--- config.mk ---
export PLATFORM = sky130hd
export DESIGN_NAME = fifo_wr_arbiter
export DESIGN_NICKNAME = d
export VERILOG_FILES = /design/src/rtl/fifo_wr_arbiter.sv
export SDC_FILE = /design/constraint.sdc
export NUM_CORES = 1
export LEC_CHECK = 0
export CELL_PAD_IN_SITES_DETAIL_PLACEMENT = 1
export CELL_PAD_IN_SITES_GLOBAL_PLACEMENT = 1
export CORE_UTILIZATION = 16
export CTS_CLUSTER_SIZE = 24
export DETAILED_ROUTE_END_ITERATION = 6
export GPL_ROUTABILITY_DRIVEN = 0
export PLACE_DENSITY = 0.95
export RECOVER_POWER = 50
export SYNTH_ARGS = -nofsm -noshare
export SYNTH_HDL_FRONTEND = slang
export SYNTH_SLANG_ARGS = --single-unit
--- constraint.sdc ---
create_clock -name clk -period 3.6 [get_ports clk]
set_input_delay 0.72 -clock clk [delete_from_list [all_inputs] [get_ports clk]]
set_output_delay 0.72 -clock clk [all_outputs]
set_load 0.05 [all_outputs]
--- src/rtl/fifo_wr_arbiter.sv ---
// Round-robin write arbiter: shares one FIFO write port among NUM_REQ producers,
// granting each winner a burst of up to MAX_BURST words with back-pressure on fifo_full.
module fifo_wr_arbiter #(
    parameter int unsigned NUM_REQ    = 4,
    parameter int unsigned DATA_WIDTH = 32,
    parameter int unsigned MAX_BURST  = 4
) (
    input  logic                          clk,
    input  logic                          reset,
    input  logic [NUM_REQ-1:0]            req,
    input  logic [NUM_REQ*DATA_WIDTH-1:0] req_data,
    input  logic                          fifo_full,
    output logic                          fifo_wr,
    output logic [DATA_WIDTH-1:0]         fifo_w_data,
    output logic [NUM_REQ-1:0]            grant,
    output logic [NUM_REQ-1:0]            ack
);

    localparam int unsigned IdxW = (NUM_REQ > 1) ? $clog2(NUM_REQ) : 1;
    localparam int unsigned CntW = $clog2(MAX_BURST + 1);
    localparam logic [CntW-1:0] LastBeat = CntW'(MAX_BURST - 1);
    localparam logic [IdxW-1:0] LastIdx  = IdxW'(NUM_REQ - 1);

    typedef enum logic [0:0] {StIdle, StBurst} state_e;

    state_e              state_q, state_d;
    logic [NUM_REQ-1:0]  grant_q, grant_d;
    logic [IdxW-1:0]     last_idx_q, last_idx_d;
    logic [CntW-1:0]     beat_q, beat_d;
    logic [IdxW-1:0]     g_idx;
    logic [IdxW-1:0]     pick_idx;
    logic [IdxW-1:0]     cand;
    logic                pick_found;
    logic                granted_req;
    logic                xfer;
    logic [DATA_WIDTH-1:0] data_mux;

    always_comb begin
        g_idx = '0;
        for (int i = 0; i < NUM_REQ; i++) begin
            if (grant_q[i]) g_idx = IdxW'(i);
        end
    end

    // Search upward from the requester after the last one served, wrapping around.
    always_comb begin
        pick_idx   = '0;
        pick_found = 1'b0;
        cand       = '0;
        for (int unsigned k = 1; k <= NUM_REQ; k++) begin
            cand = IdxW'((32'(last_idx_q) + k) % NUM_REQ);
            if (!pick_found && req[cand]) begin
                pick_idx   = cand;
                pick_found = 1'b1;
            end
        end
    end

    always_comb begin
        data_mux = '0;
        for (int i = 0; i < NUM_REQ; i++) begin
            if (grant_q[i]) data_mux = data_mux | req_data[i*DATA_WIDTH +: DATA_WIDTH];
        end
    end

    // Reset suppresses the write strobe so nothing lands on the reset edge itself.
    assign granted_req = |(grant_q & req);
    assign xfer        = granted_req & ~fifo_full & ~reset;
    assign fifo_wr     = xfer;
    assign ack         = grant_q & req & {NUM_REQ{~fifo_full & ~reset}};
    assign fifo_w_data = data_mux;
    assign grant       = grant_q;

    always_comb begin
        state_d    = state_q;
        grant_d    = grant_q;
        last_idx_d = last_idx_q;
        beat_d     = beat_q;
        unique case (state_q)
            StIdle: begin
                if (pick_found) begin
                    grant_d = NUM_REQ'(1) << pick_idx;
                    beat_d  = '0;
                    state_d = StBurst;
                end
            end
            StBurst: begin
                if ((xfer && beat_q == LastBeat) || (!xfer && !granted_req)) begin
                    grant_d    = '0;
                    last_idx_d = g_idx;
                    beat_d     = '0;
                    state_d    = StIdle;
                end else if (xfer) begin
                    beat_d = beat_q + CntW'(1);
                end
            end
            default: state_d = StIdle;
        endcase
    end

    always_ff @(posedge clk) begin
        if (reset) begin
            state_q    <= StIdle;
            grant_q    <= '0;
            last_idx_q <= LastIdx;
            beat_q     <= '0;
        end else begin
            state_q    <= state_d;
            grant_q    <= grant_d;
            last_idx_q <= last_idx_d;
            beat_q     <= beat_d;
        end
    end

endmodule

# After elaboration in Yosys (flattened, before gate mapping)
# Cells that the tools add are included.
# totals
register_bits	10
input_bits	135
elab_cells	77
# op_classes
add_sub_neg	5
order_cmp	4
eq_ne	4
shift	1
n_mux	33
bitwise_logic	11
n_reduce_logical	15
# ops
cell	count
$mux W32	4
$or A32 B32 Y32	3
$lt A2 B3 Y1 const B	4
$mux W2	6
$mux W1	11
$mux W3	3
$and A4 B4 Y4	2
$bmux W1 S2	4
$mux W4	2
$pmux W4 S2	1
$pmux W3 S2	1
$reduce_and A2 Y1	3
$logic_and A1 B1 Y1	5
$logic_not A1 Y1	5
$add A2 B1 Y2 const B	2
$add A2 B2 Y2 const B	2
$reduce_or A4 Y1	1
$shl A1 B2 Y4 const A	1
$add A3 B1 Y3 const B	1
$and A1 B1 Y1	3
$eq A3 B2 Y1 const B	1
$ne A3 B1 Y1 const B	1
$not A1 Y1	3
$ne A2 B1 Y1 const B	1
other kinds (3)	3

# Depth between registers and ports, before layout
# depth
word_depth	16
ltp_mapped	5

# Worst setup path before layout
# Ideal clock, no wire load.
# synth_path
kind	input -> output
startpoint	input reset
endpoint	output ack[0]
t_arrival_ns	1.761
required_ns	2.880
setup_slack_ns	1.119
path_stages	3
n_path_buf	1
cell_sequence	buf_6 > or2_1 > nor2_1
# synth_between
elab_chain_cells	3
# synth_rtl
item	line_no	rtl
start: declaration	9	input logic reset,
$not A1 Y1	70	assign ack = grant_q & req & {NUM_REQ{~fifo_full & ~reset}};
$and A1 B1 Y1	70	
$and A4 B4 Y4	70	
end: declaration	16	output logic [NUM_REQ-1:0] ack
# No other way between the ends.

# Final worst setup path
# Ends and elaborated chain as after synthesis.

==> results.md <==
* Status: finished, final reports clean
* Required time worst endpoint at 2.88 ns
* Largest buffer count on any clock path at 2
* R2R setup slack at 1.97 ns
* Logic depth of the worst register-to-register path at 5
* Kind of end point of the critical path: output pin
* Area growth, synth to finish at 144%
* Worst setup endpoint: ack[0]
* CTS resizes at 0
* Top achievable clock speed at 320 MHz
* NetSw at roughly 430 uW
* Die width at 91.4 um
* Fraction of layout instances using a drive strength above 1 at 4.00%
* Sequential cell area fraction in the yosys report at approximately 16%
* Number of pins with negative max-slew slack in the final report at 0
* Crit path from: reset
* Placeable core region at slightly below 0.008 mm^2
* Leakage power figure at between 1 and 1.5 nW
* Clock network fraction of design power at 12.3%
* NumNets Final at 489
* Post-synth top area share at between 30 and 40%
* Clock-pin slew reported for the worst setup and hold paths after clock tree synthesis at approximately 0.040 ns
* Root buffer cell: clkbuf_8
* Switching share of total power at 47.2%
* Worst relative slew slack at 58.8%
* Buffers added on ports at about 180
* Total routed wirelength at 7470 um
* Final core utilization at approximately 40%
* Wire length of the first global-routing pass at 11,500 um
* Clk_skew at around 0.0034 ns
* Standard cell with the maximum stage delay on the critical path: dlygate4sd3_1
* Worst path cell trace: dlygate4sd3_1, or2_0, nor2_1, clkbuf_1
* Combinational power share at 73.9%
* CTS tree: done
* Per-cell routed wire length at between 15 and 20 um
* Total number of vias at 2,217
* Iteration-0 DRC Markers at 56
* Initial DRT Pass Iterations at 6
* Net count after synthesis at 319
* H-tree lvl count at 1
* MaxCap Viol Count at 0
* Antenna violation net count after detailed routing at 0
* Peak per-stage delay on the critical path at 0.70 ns
* Final worst-path cycle share at 86.7%
* CTS sink cnt at 10
* HPWL reported at the end of detailed placement at 5850 um
* GRT overflow at 0
* Startpoint class of the critical path: primary input
* Hold crit path type: flip-flop to flip-flop
* Count of yosys warnings during synthesis at 0
* Number of inserted filler cells in the final layout at roughly 950
* Count of state elements after synthesis at 10
* TritonCTS Buffers at 3
* Cells after synthesis at about 180
* Clk_lat worst skew at 0.23 ns
* Type of the setup path with the least slack: primary input to output pin
* Final critical-path required period at 3.12 ns
* Std cell rows at 32
* Power Density at approximately 300 mW/mm^2
* Vias in the first global route at 2,320
* Number of failing setup endpoints in the final timing report at 0
* Number of ports placed on the die boundary at 176
* Full die area at 0.00835 mm^2
* Slew @ Worst Pin at 0.621 ns
* Total DRC errors in the routed layout at 0
* Cell internal pwr at about 490 uW
* Seq pwr share at 13.8%
* Pin count of the biggest net entering global routing at 38
* Cell Area, Synth at 0.00128 mm^2
* Worst EP arrival at 2.40 ns
* Dominant cell type by area after synthesis: a22oi_1
* Total GRT Usage at around 17%
* Floorplan die height at 91.4 um
* Buffers plus inverters on the worst setup path at 2
* Capturing point of the worst reg2reg path: grant[2]$_SDFFE_PP0P_
* Count of cell types in the netlist at 38
* Setup TNS at 0 ns
* Via density per instance at 4.90
* Instance count on the critical path at 4
* ANT cells at 0
* RSZ-0062 raised after global routing: no
* Initial core utilization at 16.5%
* Post-CTS setup buffer count at 0
* Highest fanout seen on the critical path at 12
* Beginning of the worst register-to-register path: grant[3]$_SDFFE_PP0P_
* Final Hold Viols at 0
* Average cell area after synthesis at 7.03 um^2
* Initial antenna violation count at 0
* Dominant cells by area after synthesis: a22oi_1 38%, dfxtp_1 16%, nand2_1 11%
* Largest vdd supply drop at 161 uV
* Cell class contributing the biggest share of worst-path delay: buffers and inverters
* Hold-fix buffers at CTS at 0
[synthesized netlist by cell type]
| library cell | n |
|---|---|
| ha_1 | 2 |
| dfxtp_1 | 10 |
| and3b_1 | 1 |
| o32ai_1 | 2 |
| inv_1 | 5 |
| nor2_1 | 11 |
| buf_2 | 5 |
| and2b_1 | 1 |
| nand4_2 | 1 |
| a211oi_1 | 1 |
| buf_1 | 3 |
| nand3_1 | 1 |
| o311ai_0 | 1 |
| a21oi_1 | 1 |
| buf_6 | 2 |
| a31oi_1 | 2 |
| a21o_1 | 1 |
| a21bo_2 | 1 |
| clkbuf_1 | 6 |
| or3_1 | 1 |
| nor4_2 | 1 |
| a32o_2 | 1 |
| o211ai_1 | 1 |
| a21bo_1 | 1 |
| or2_1 | 1 |
| o22ai_1 | 1 |
| o22a_2 | 1 |
| nor2b_1 | 1 |
| a22oi_1 | 64 |
| mux2i_1 | 2 |
| nor3_1 | 1 |
| buf_4 | 1 |
| a22o_1 | 4 |
| and2_1 | 1 |
| nand2_1 | 38 |
| or2b_1 | 1 |
| nand2b_1 | 3 |
| o311a_1 | 1 |
[worst min-delay path by stage]
stage / start / endpoint / slack, ns / cells past startpoint
CTS: beat_q[1]$_SDFFE_PP0P_ / beat_q[1]$_SDFFE_PP0P_ / 0.48 / 2
floorplan: beat_q[1]$_SDFFE_PP0P_ / beat_q[1]$_SDFFE_PP0P_ / 0.46 / 2
detailed placement: beat_q[1]$_SDFFE_PP0P_ / beat_q[1]$_SDFFE_PP0P_ / 0.48 / 2
finish: beat_q[1]$_SDFFE_PP0P_ / beat_q[1]$_SDFFE_PP0P_ / 0.48 / 2
global placement: beat_q[1]$_SDFFE_PP0P_ / beat_q[1]$_SDFFE_PP0P_ / 0.46 / 2
global route: beat_q[1]$_SDFFE_PP0P_ / beat_q[1]$_SDFFE_PP0P_ / 0.51 / 2
[worst reg2reg max path: stages, from the launching register on]
cell and delay [ns]:
dfxtp_1 0.29, buf_4 0.26, nand2_1 0.14, nand4_1 0.23, a32o_1 0.35, a22o_1 0.25
[layout make-up]
type	instances	area, um^2	area share (%)
inverters	5	18.8	0.600
multi-input cells	150	957	30.6
well taps	102	128	4.08
flip-flops and latches	10	200	6.41
clock buffers	3	41.3	1.32
repair buffers	182	1780	57.0
[sequential cells by signal, indices dropped and copies added (netlist names)]
register    count
beat_q          3
grant           4
last_idx_q      2
state_q         1
[power by group through the flow]
stage | clock, mW | combinational (mW) | sequential (mW)
after floorplan | 0 | 0.361 | 0.141
after global placement | 0 | 0.678 | 0.128
after detailed placement | 0 | 0.693 | 0.129
after CTS | 0.116 | 0.695 | 0.127
after global routing | 0.121 | 0.718 | 0.129
final | 0.113 | 0.681 | 0.127
[logic make-up (layout without fill, tap and decap cells)]
kind of cell	Yosys count	after routing	share of synthesized area, %
flops	10	10	15.7
compound gates	83	83	50.0
buf+inv	22	190	8.41
simple gates	63	63	22.4
mux	2	2	1.57
fa+ha+maj	2	2	1.96
[layout by cell type (no fill, tap or decap), drive strengths merged, types with 2 or more instances in the layout]
cell type      netlist  routed
a22o                 4       4
a21bo                2       2
o32ai                2       2
dfxtp               10      10
a31oi                2       2
mux2i                2       2
buf                 11       9
clkdlybuf4s50        0     158
clkbuf               6       6
a22oi               64      64
dlygate4sd3          0      12
nand2               38      38
inv                  5       5
nor2                11      11
nand2b               3       3
ha                   2       2
[per-stage QoR]
step | setup slack [ns] | instance area (um^2) | hold slack (ns) | power, mW | std cells
floorplan | 1.12 | 1280 | 0.458 | 0.503 | 182
global placement | 0.712 | 3110 | 0.465 | 0.807 | 449
detailed placement | 0.667 | 3110 | 0.478 | 0.822 | 449
CTS | 0.659 | 3150 | 0.485 | 0.938 | 452
global route | 0.375 | 3130 | 0.505 | 0.968 | 452
finish | 0.478 | 3130 | 0.482 | 0.921 | 452
[routing by layer]
layer  up-vias  part of all wire, %  GRT usage (%)
li1       1040                    -              -
met1      1069                   41           19.3
met2       101                   53           33.8
met3         7                  5.1           2.09
met4         0                 0.83           3.44
met5         -                    0              0
(Power assumes the default switching activity.)
